`src/rtl/motion_pkg.sv`:
```
// motion_pkg: shared widths and FSM states for motion_bbox (DIV state only with MOTION_BBOX_CENTROID_EN)
package motion_pkg;
  localparam int COORD_W = 11;
  localparam int CNT_W = 19;
  localparam int SUM_W = 29;
`ifdef MOTION_BBOX_CENTROID_EN
  typedef enum logic [1:0] {ACC, DIV, PRESENT} state_t;
`else
  typedef enum logic [1:0] {ACC, PRESENT} state_t;
`endif
endpackage

```
`src/rtl/seq_divider.sv`:
```
// seq_divider: restoring divider producing one quotient bit per cycle
module seq_divider
  import motion_pkg::*;
(
  input  logic               clk,
  input  logic               rst_n,
  input  logic               i_start,
  input  logic [SUM_W-1:0]   i_dividend,
  input  logic [CNT_W-1:0]   i_divisor,
  output logic [COORD_W-1:0] o_quotient,
  output logic               o_done
);
  logic [SUM_W-1:0] r_q;
  logic [CNT_W-1:0] r_d, r_r;
  logic [CNT_W:0] w_rem;
  logic [4:0] r_n;
  logic r_busy, w_ge;
  assign w_rem = {r_r, r_q[SUM_W-1]};
  assign w_ge = w_rem >= {1'b0, r_d};
  assign o_done = r_busy && r_n == '0;
  assign o_quotient = r_q[COORD_W-1:0];
  always_ff @(posedge clk or negedge rst_n)
    if (!rst_n) begin
      r_q <= '0;
      r_d <= '0;
      r_r <= '0;
      r_n <= '0;
      r_busy <= 1'b0;
    end else if (i_start) begin
      r_q <= i_dividend;
      r_d <= i_divisor;
      r_r <= '0;
      r_n <= 5'(SUM_W);
      r_busy <= 1'b1;
    end else if (o_done) begin
      r_busy <= 1'b0;
    end else if (r_busy) begin
      r_r <= w_ge ? CNT_W'(w_rem - {1'b0, r_d}) : w_rem[CNT_W-1:0];
      r_q <= {r_q[SUM_W-2:0], w_ge};
      r_n <= r_n - 5'd1;
    end
endmodule

```
`src/rtl/motion_bbox.sv`:
```
// motion_bbox: per-frame bounding box, pixel count and centroid (centroid only with MOTION_BBOX_CENTROID_EN)
module motion_bbox
  import motion_pkg::*;
#(
  parameter int H_IMG_RES = 640,
  parameter int V_IMG_RES = 480,
  parameter int MIN_PIX_COUNT = 16
) (
  input  logic               clk,
  input  logic               rst_n,
  input  logic [COORD_W-1:0] hpos,
  input  logic [COORD_W-1:0] vpos,
  input  logic               in_pix,
  output logic               res_valid,
  input  logic               res_ready,
  output logic [COORD_W-1:0] x_min,
  output logic [COORD_W-1:0] x_max,
  output logic [COORD_W-1:0] y_min,
  output logic [COORD_W-1:0] y_max,
  output logic [CNT_W-1:0]   pix_count,
  output logic               empty,
  output logic [COORD_W-1:0] cx,
  output logic [COORD_W-1:0] cy,
  output logic [7:0]         drop_cnt
);
  logic w_hit, w_end, w_snap, w_empty;
  logic [COORD_W-1:0] r_x_min, r_x_max, r_y_min, r_y_max;
  logic [COORD_W-1:0] w_x_min, w_x_max, w_y_min, w_y_max;
  logic [CNT_W-1:0] r_cnt, w_cnt;
  state_t r_state, w_state;
  assign w_hit = in_pix && hpos < COORD_W'(H_IMG_RES) && vpos < COORD_W'(V_IMG_RES);
  assign w_end = hpos == COORD_W'(H_IMG_RES - 1) && vpos == COORD_W'(V_IMG_RES - 1);
  assign w_x_min = w_hit && hpos < r_x_min ? hpos : r_x_min;
  assign w_x_max = w_hit && hpos > r_x_max ? hpos : r_x_max;
  assign w_y_min = w_hit && vpos < r_y_min ? vpos : r_y_min;
  assign w_y_max = w_hit && vpos > r_y_max ? vpos : r_y_max;
  assign w_cnt = r_cnt + CNT_W'(w_hit);
  assign w_empty = w_cnt < CNT_W'(MIN_PIX_COUNT);
  assign w_snap = w_end && r_state == ACC;
  assign res_valid = r_state == PRESENT;
  always_ff @(posedge clk or negedge rst_n)
    if (!rst_n) begin
      r_x_min <= '1;
      r_x_max <= '0;
      r_y_min <= '1;
      r_y_max <= '0;
      r_cnt <= '0;
    end else begin
      r_x_min <= w_end ? '1 : w_x_min;
      r_x_max <= w_end ? '0 : w_x_max;
      r_y_min <= w_end ? '1 : w_y_min;
      r_y_max <= w_end ? '0 : w_y_max;
      r_cnt <= w_end ? '0 : w_cnt;
    end
  always_ff @(posedge clk or negedge rst_n)
    if (!rst_n) begin
      x_min <= '0;
      x_max <= '0;
      y_min <= '0;
      y_max <= '0;
      pix_count <= '0;
      empty <= 1'b0;
      drop_cnt <= '0;
    end else begin
      if (w_snap) begin
        x_min <= w_empty ? '0 : w_x_min;
        x_max <= w_empty ? '0 : w_x_max;
        y_min <= w_empty ? '0 : w_y_min;
        y_max <= w_empty ? '0 : w_y_max;
        pix_count <= w_cnt;
        empty <= w_empty;
      end
      if (w_end && r_state != ACC && drop_cnt != 8'hff) drop_cnt <= drop_cnt + 8'd1;
    end
  always_ff @(posedge clk or negedge rst_n)
    if (!rst_n) r_state <= ACC;
    else r_state <= w_state;
`ifdef MOTION_BBOX_CENTROID_EN
  logic [SUM_W-1:0] r_sum_x, r_sum_y, w_sum_x, w_sum_y;
  logic [COORD_W-1:0] w_qx, w_qy;
  logic w_skip, w_start, w_done_x, w_done_y, w_done;
  assign w_sum_x = r_sum_x + (w_hit ? SUM_W'(hpos) : '0);
  assign w_sum_y = r_sum_y + (w_hit ? SUM_W'(vpos) : '0);
  assign w_skip = w_empty || w_cnt == '0;
  assign w_start = w_snap && !w_skip;
  assign w_done = w_done_x && w_done_y;
  seq_divider u_div_x (.clk, .rst_n, .i_start(w_start), .i_dividend(w_sum_x), .i_divisor(w_cnt), .o_quotient(w_qx), .o_done(w_done_x));
  seq_divider u_div_y (.clk, .rst_n, .i_start(w_start), .i_dividend(w_sum_y), .i_divisor(w_cnt), .o_quotient(w_qy), .o_done(w_done_y));
  always_ff @(posedge clk or negedge rst_n)
    if (!rst_n) begin
      r_sum_x <= '0;
      r_sum_y <= '0;
    end else begin
      r_sum_x <= w_end ? '0 : w_sum_x;
      r_sum_y <= w_end ? '0 : w_sum_y;
    end
  always_ff @(posedge clk or negedge rst_n)
    if (!rst_n) {cx, cy} <= '0;
    else if (w_snap) {cx, cy} <= '0;
    else if (r_state == DIV && w_done) {cx, cy} <= {w_qx, w_qy};
  always_comb begin
    w_state = r_state;
    w_state = r_state == ACC ? (w_snap ? (w_skip ? PRESENT : DIV) : ACC) :
              r_state == DIV ? (w_done ? PRESENT : DIV) :
              (res_ready ? ACC : PRESENT);
  end
`else
  assign cx = '0;
  assign cy = '0;
  always_comb begin
    w_state = r_state;
    w_state = r_state == ACC ? (w_snap ? PRESENT : ACC) : (res_ready ? ACC : PRESENT);
  end
`endif
endmodule

```
`config.mk`:
```
export PLATFORM = sky130hd
export DESIGN_NAME = motion_bbox
export DESIGN_NICKNAME = d
export VERILOG_FILES = /design/src/rtl/motion_pkg.sv /design/src/rtl/seq_divider.sv /design/src/rtl/motion_bbox.sv
export SDC_FILE = /design/constraint.sdc
export NUM_CORES = 1
export LEC_CHECK = 0
export CAP_MARGIN = 10
export CORE_ASPECT_RATIO = 1.4
export CORE_UTILIZATION = 58
export CTS_CLUSTER_SIZE = 10
export DETAILED_ROUTE_END_ITERATION = 16
export GPL_ROUTABILITY_DRIVEN = 0
export PLACE_DENSITY = 0.94
export SLEW_MARGIN = 0
export SYNTH_ARGS = -nofsm -noshare
export SYNTH_HDL_FRONTEND = slang
export SYNTH_SLANG_ARGS = --single-unit
```
`constraint.sdc`:
```
create_clock -name clk -period 4.8 [get_ports clk]
set_input_delay 0.96 -clock clk [delete_from_list [all_inputs] [get_ports clk]]
set_output_delay 0.96 -clock clk [all_outputs]
set_load 0.01 [all_outputs]
```
==> impl_metrics.py <==
metrics = {
    "floorplanning": {
        "die_w_um": 96.85,
        "io_pins": 121,
        "core_area_mm2": 0.01231,
        "die_h_um": 134.8,
        "num_rows": 48,
        "start_util_pct": 59.33,
        "dieArea_mm2": 0.01305,
    },
    "clocking": {
        "insertion_delay_ns": 0.43,
        "ctsResizeCount": 0,
        "clock_sinks": 136,
        "path_clk_slew_ns": 0.06,
        "cts_setup_buffers": 0,
        "numCtsBuffers": 17,
        "htreeDepth": 4,
        "hold_buffers": 0,
        "cts_buffer_depth": 2,
        "cts-root-buf": "clkbuf_16",
        "cts_tree": "built",
    },
    "logic_synthesis": {
        "ys.warnings.count": 0,
        "ys_ff_latch": 136,
        "async_reset_ff_share_pct": 100.0,
        "synth-edff-count": 0,
        "netlist_instances": 750,
        "avgSynthCellArea_um2": 9.739,
        "synth_seq_area_share_pct": 46.97,
        "synth.distinct_cells": 49,
        "synth-main-ff-cell": "dfrtp_1",
        "synth_area_mm2": 0.007305,
    },
    "critical_path": {
        "worstPathCellList": "clkdlybuf4s50_1 > o21ai_0 > nand4_1 > inv_1 > ha_1 > ha_1 > nand3_1 > nor4_2 > o211a_1 > o221a_1 > a211o_1 > buf_4 > o21ai_0",
        "reg2reg_to": "y_max[0]",
        "cp_data_arrival_time_ns": 4.41,
        "rr_worst_depth": 9,
        "cpPeakStageDelay_ns": 0.55,
        "worst_setup_path_end_kind": "register",
        "crit_path_max_fanout": 32,
        "crit_required_ns": 5.07,
        "crit_family": "buffers and inverters",
        "critPathLaunchType": "input port",
        "rrSetupSlack_ns": 1.93,
        "critPathBufInv": 3,
        "worstReg2RegStart": "r_cnt[0]",
        "crit_type": "input port to register",
        "cp_slowest_cell": "clkdlybuf4s50_1",
    },
    "run_status": {
        "status": "complete, no violations",
    },
    "routing": {
        "antenna_left": 0,
        "wl_per_cell_um": 18.14,
        "via_count": 5983,
        "routed_wl_um": 18200,
        "dr.pass1.iters": 5,
        "drc": 0,
        "viasPerCell": 5.965,
        "first_iter_violations": 368,
    },
    "layout": {
        "fill_cells": 798,
        "layout.cells.most_common_list": "114 x dfrtp_1, 100 x nand2_1, 97 x clkdlybuf4s50_1",
        "diodes": 0,
        "syn2layout_area_growth_pct": 22.08,
        "fin_cells": 1003,
        "fin_nets": 911,
        "layout.cells.most_common": "dfrtp_1",
        "final_layout_size_suffix_gt1_share_pct": 12.66,
    },
    "timing": {
        "grt_setup_unrepaired": "false",
        "final-max-slew-violation-count": 0,
        "setup_viol_count_final": 0,
        "hold_viol": 0,
        "fmax_mhz": 241.7,
        "slew_headroom_pct": 26.67,
        "min_period_ns": 4.138,
        "fin_crit_sh_pct": 86.21,
        "setup_slack_ns": 0.6620,
        "tns_ns": 0,
        "worst_pin_slew_ns": 1.100,
        "fin_worst_skew_ns": 0.006710,
    },
    "global_routing": {
        "grt_use_total_pct": 29.63,
        "grt_pass1_vias": 6100,
        "grt_max_degree": 77,
        "antenna_found_initial": 0,
        "grt_overflow_total": 0,
        "grt_pass1_wl_um": 30320,
    },
    "pwr": {
        "leakagePower_nw": 4.081,
        "p_per_area_mw_per_mm2": 376.6,
        "peakVddDrop_uv": 236.2,
        "power_w": 0.003358,
    },
    "flow_run": {
        "cap_violations": 0,
    },
    "place": {
        "dp_hpwl_um": 12180,
        "io_buffers": 98,
        "dp_cells": 971,
        "place_ws_ns": 0.4329,
    },
    "hold_path": {
        "min_path_type": "register to register",
        "hp-start": "pix_count[0]",
        "min_to": "pix_count[0]",
        "min_path_cells": 2,
    },
}
-- routing by layer --
layer	track usage, %	wire (um)	vias up
met5	0	0	-
met4	14.26	607	0
met3	7.816	1314	62
met2	50.94	9365	289
met1	34.44	6909	2934
li1	-	-	2698
-- logic make-up after synthesis --
| kind of cell | Yosys count | share of synthesized area, % |
|---|---|---|
| AND/OR/NAND/NOR | 232 | 15.04 |
| flip-flops | 136 | 46.97 |
| AO/OA/AOI/OAI | 135 | 11.53 |
| buffers and inverters | 118 | 7.777 |
| multiplexers | 55 | 7.571 |
| adder cells (fa/ha/maj) | 45 | 7.708 |
| XOR/XNOR | 28 | 3.357 |
| other | 1 | 0.05134 |
-- tightest hold or removal path: cells and delay by family (launching register included) --
kind | cells | cell delay (ns)
DFF | 1 | 0.34
and+or+nand+nor | 2 | 0.10
-- registers in the layout (all words and copies together), names as in the netlist, 8 cells and up --
register   flops
r_y_max       11
r_cnt         19
r_x_min       11
r_y_min       11
x_min         11
pix_count     19
x_max         11
r_x_max       11
y_min         11
drop_cnt       8
y_max         11
-- where the power goes --
| group | switching, W | leakage (nW) | internal (W) | total [W] |
|---|---|---|---|---|
| clock | 0.000518 | 0.287 | 0.000821 | 0.00134 |
| combinational | 0.000359 | 2.01 | 0.000246 | 0.000605 |
| sequential | 0.000112 | 1.79 | 0.00130 | 0.00141 |
| total | 0.000988 | 4.08 | 0.00237 | 0.00336 |
-- synth_stat cells, types with 5 or more instances --
| master | count | share of area (%) |
|---|---|---|
| o21ai_0 | 58 | 4.0 |
| inv_1 | 56 | 2.9 |
| o21ai_2 | 27 | 3.2 |
| buf_2 | 10 | 0.69 |
| a211oi_1 | 5 | 0.51 |
| nor4_1 | 5 | 0.43 |
| xnor2_1 | 19 | 2.3 |
| nand3_1 | 12 | 0.82 |
| dfrtp_1 | 114 | 39 |
| nand4_1 | 19 | 1.6 |
| clkbuf_1 | 23 | 1.2 |
| nor2_1 | 48 | 2.5 |
| nor3_1 | 11 | 0.75 |
| and3_1 | 8 | 0.69 |
| or3_1 | 7 | 0.60 |
| ha_1 | 45 | 7.7 |
| nand2_1 | 101 | 5.2 |
| buf_4 | 23 | 2.4 |
| xor2_1 | 9 | 1.1 |
| a21oi_1 | 29 | 2.0 |
| mux2i_1 | 53 | 7.3 |
| dfstp_2 | 22 | 7.9 |
-- area by class of cell --
class	count	area, um^2	area share [%]
flip-flops and latches	136	3431	38.47
multi-input cells	517	3401	38.14
repair buffers	112	1084	12.15
clock buffers	18	429.2	4.813
inverters	56	210.2	2.357
well taps	150	187.7	2.105
clock inverters	14	175.2	1.964
-- per-stage QoR --
step           area (um^2)  util, %  hold WS [ns]
2_1_floorplan         7383        -        0.4465
3_3_place_gp          8313    67.52        0.4487
3_5_place_dp          8313    67.52        0.4555
4_1_cts               8917    72.43        0.4697
5_1_grt               8917    72.43        0.4994
6_report              8917    72.43        0.4665
-- worst max path at each step --
stage,start,endpoint,slack (ns),cells past startpoint
2_1_floorplan,hpos[9],x_max[0],1.48,13
3_3_place_gp,hpos[10],y_max[0],0.56,13
5_1_grt,hpos[8],y_max[0],0.40,13
3_5_place_dp,hpos[8],y_max[0],0.43,13
4_1_cts,hpos[8],y_max[0],0.70,13
6_report,hpos[8],y_max[0],0.66,13
Power figures use the tool's default switching activity.
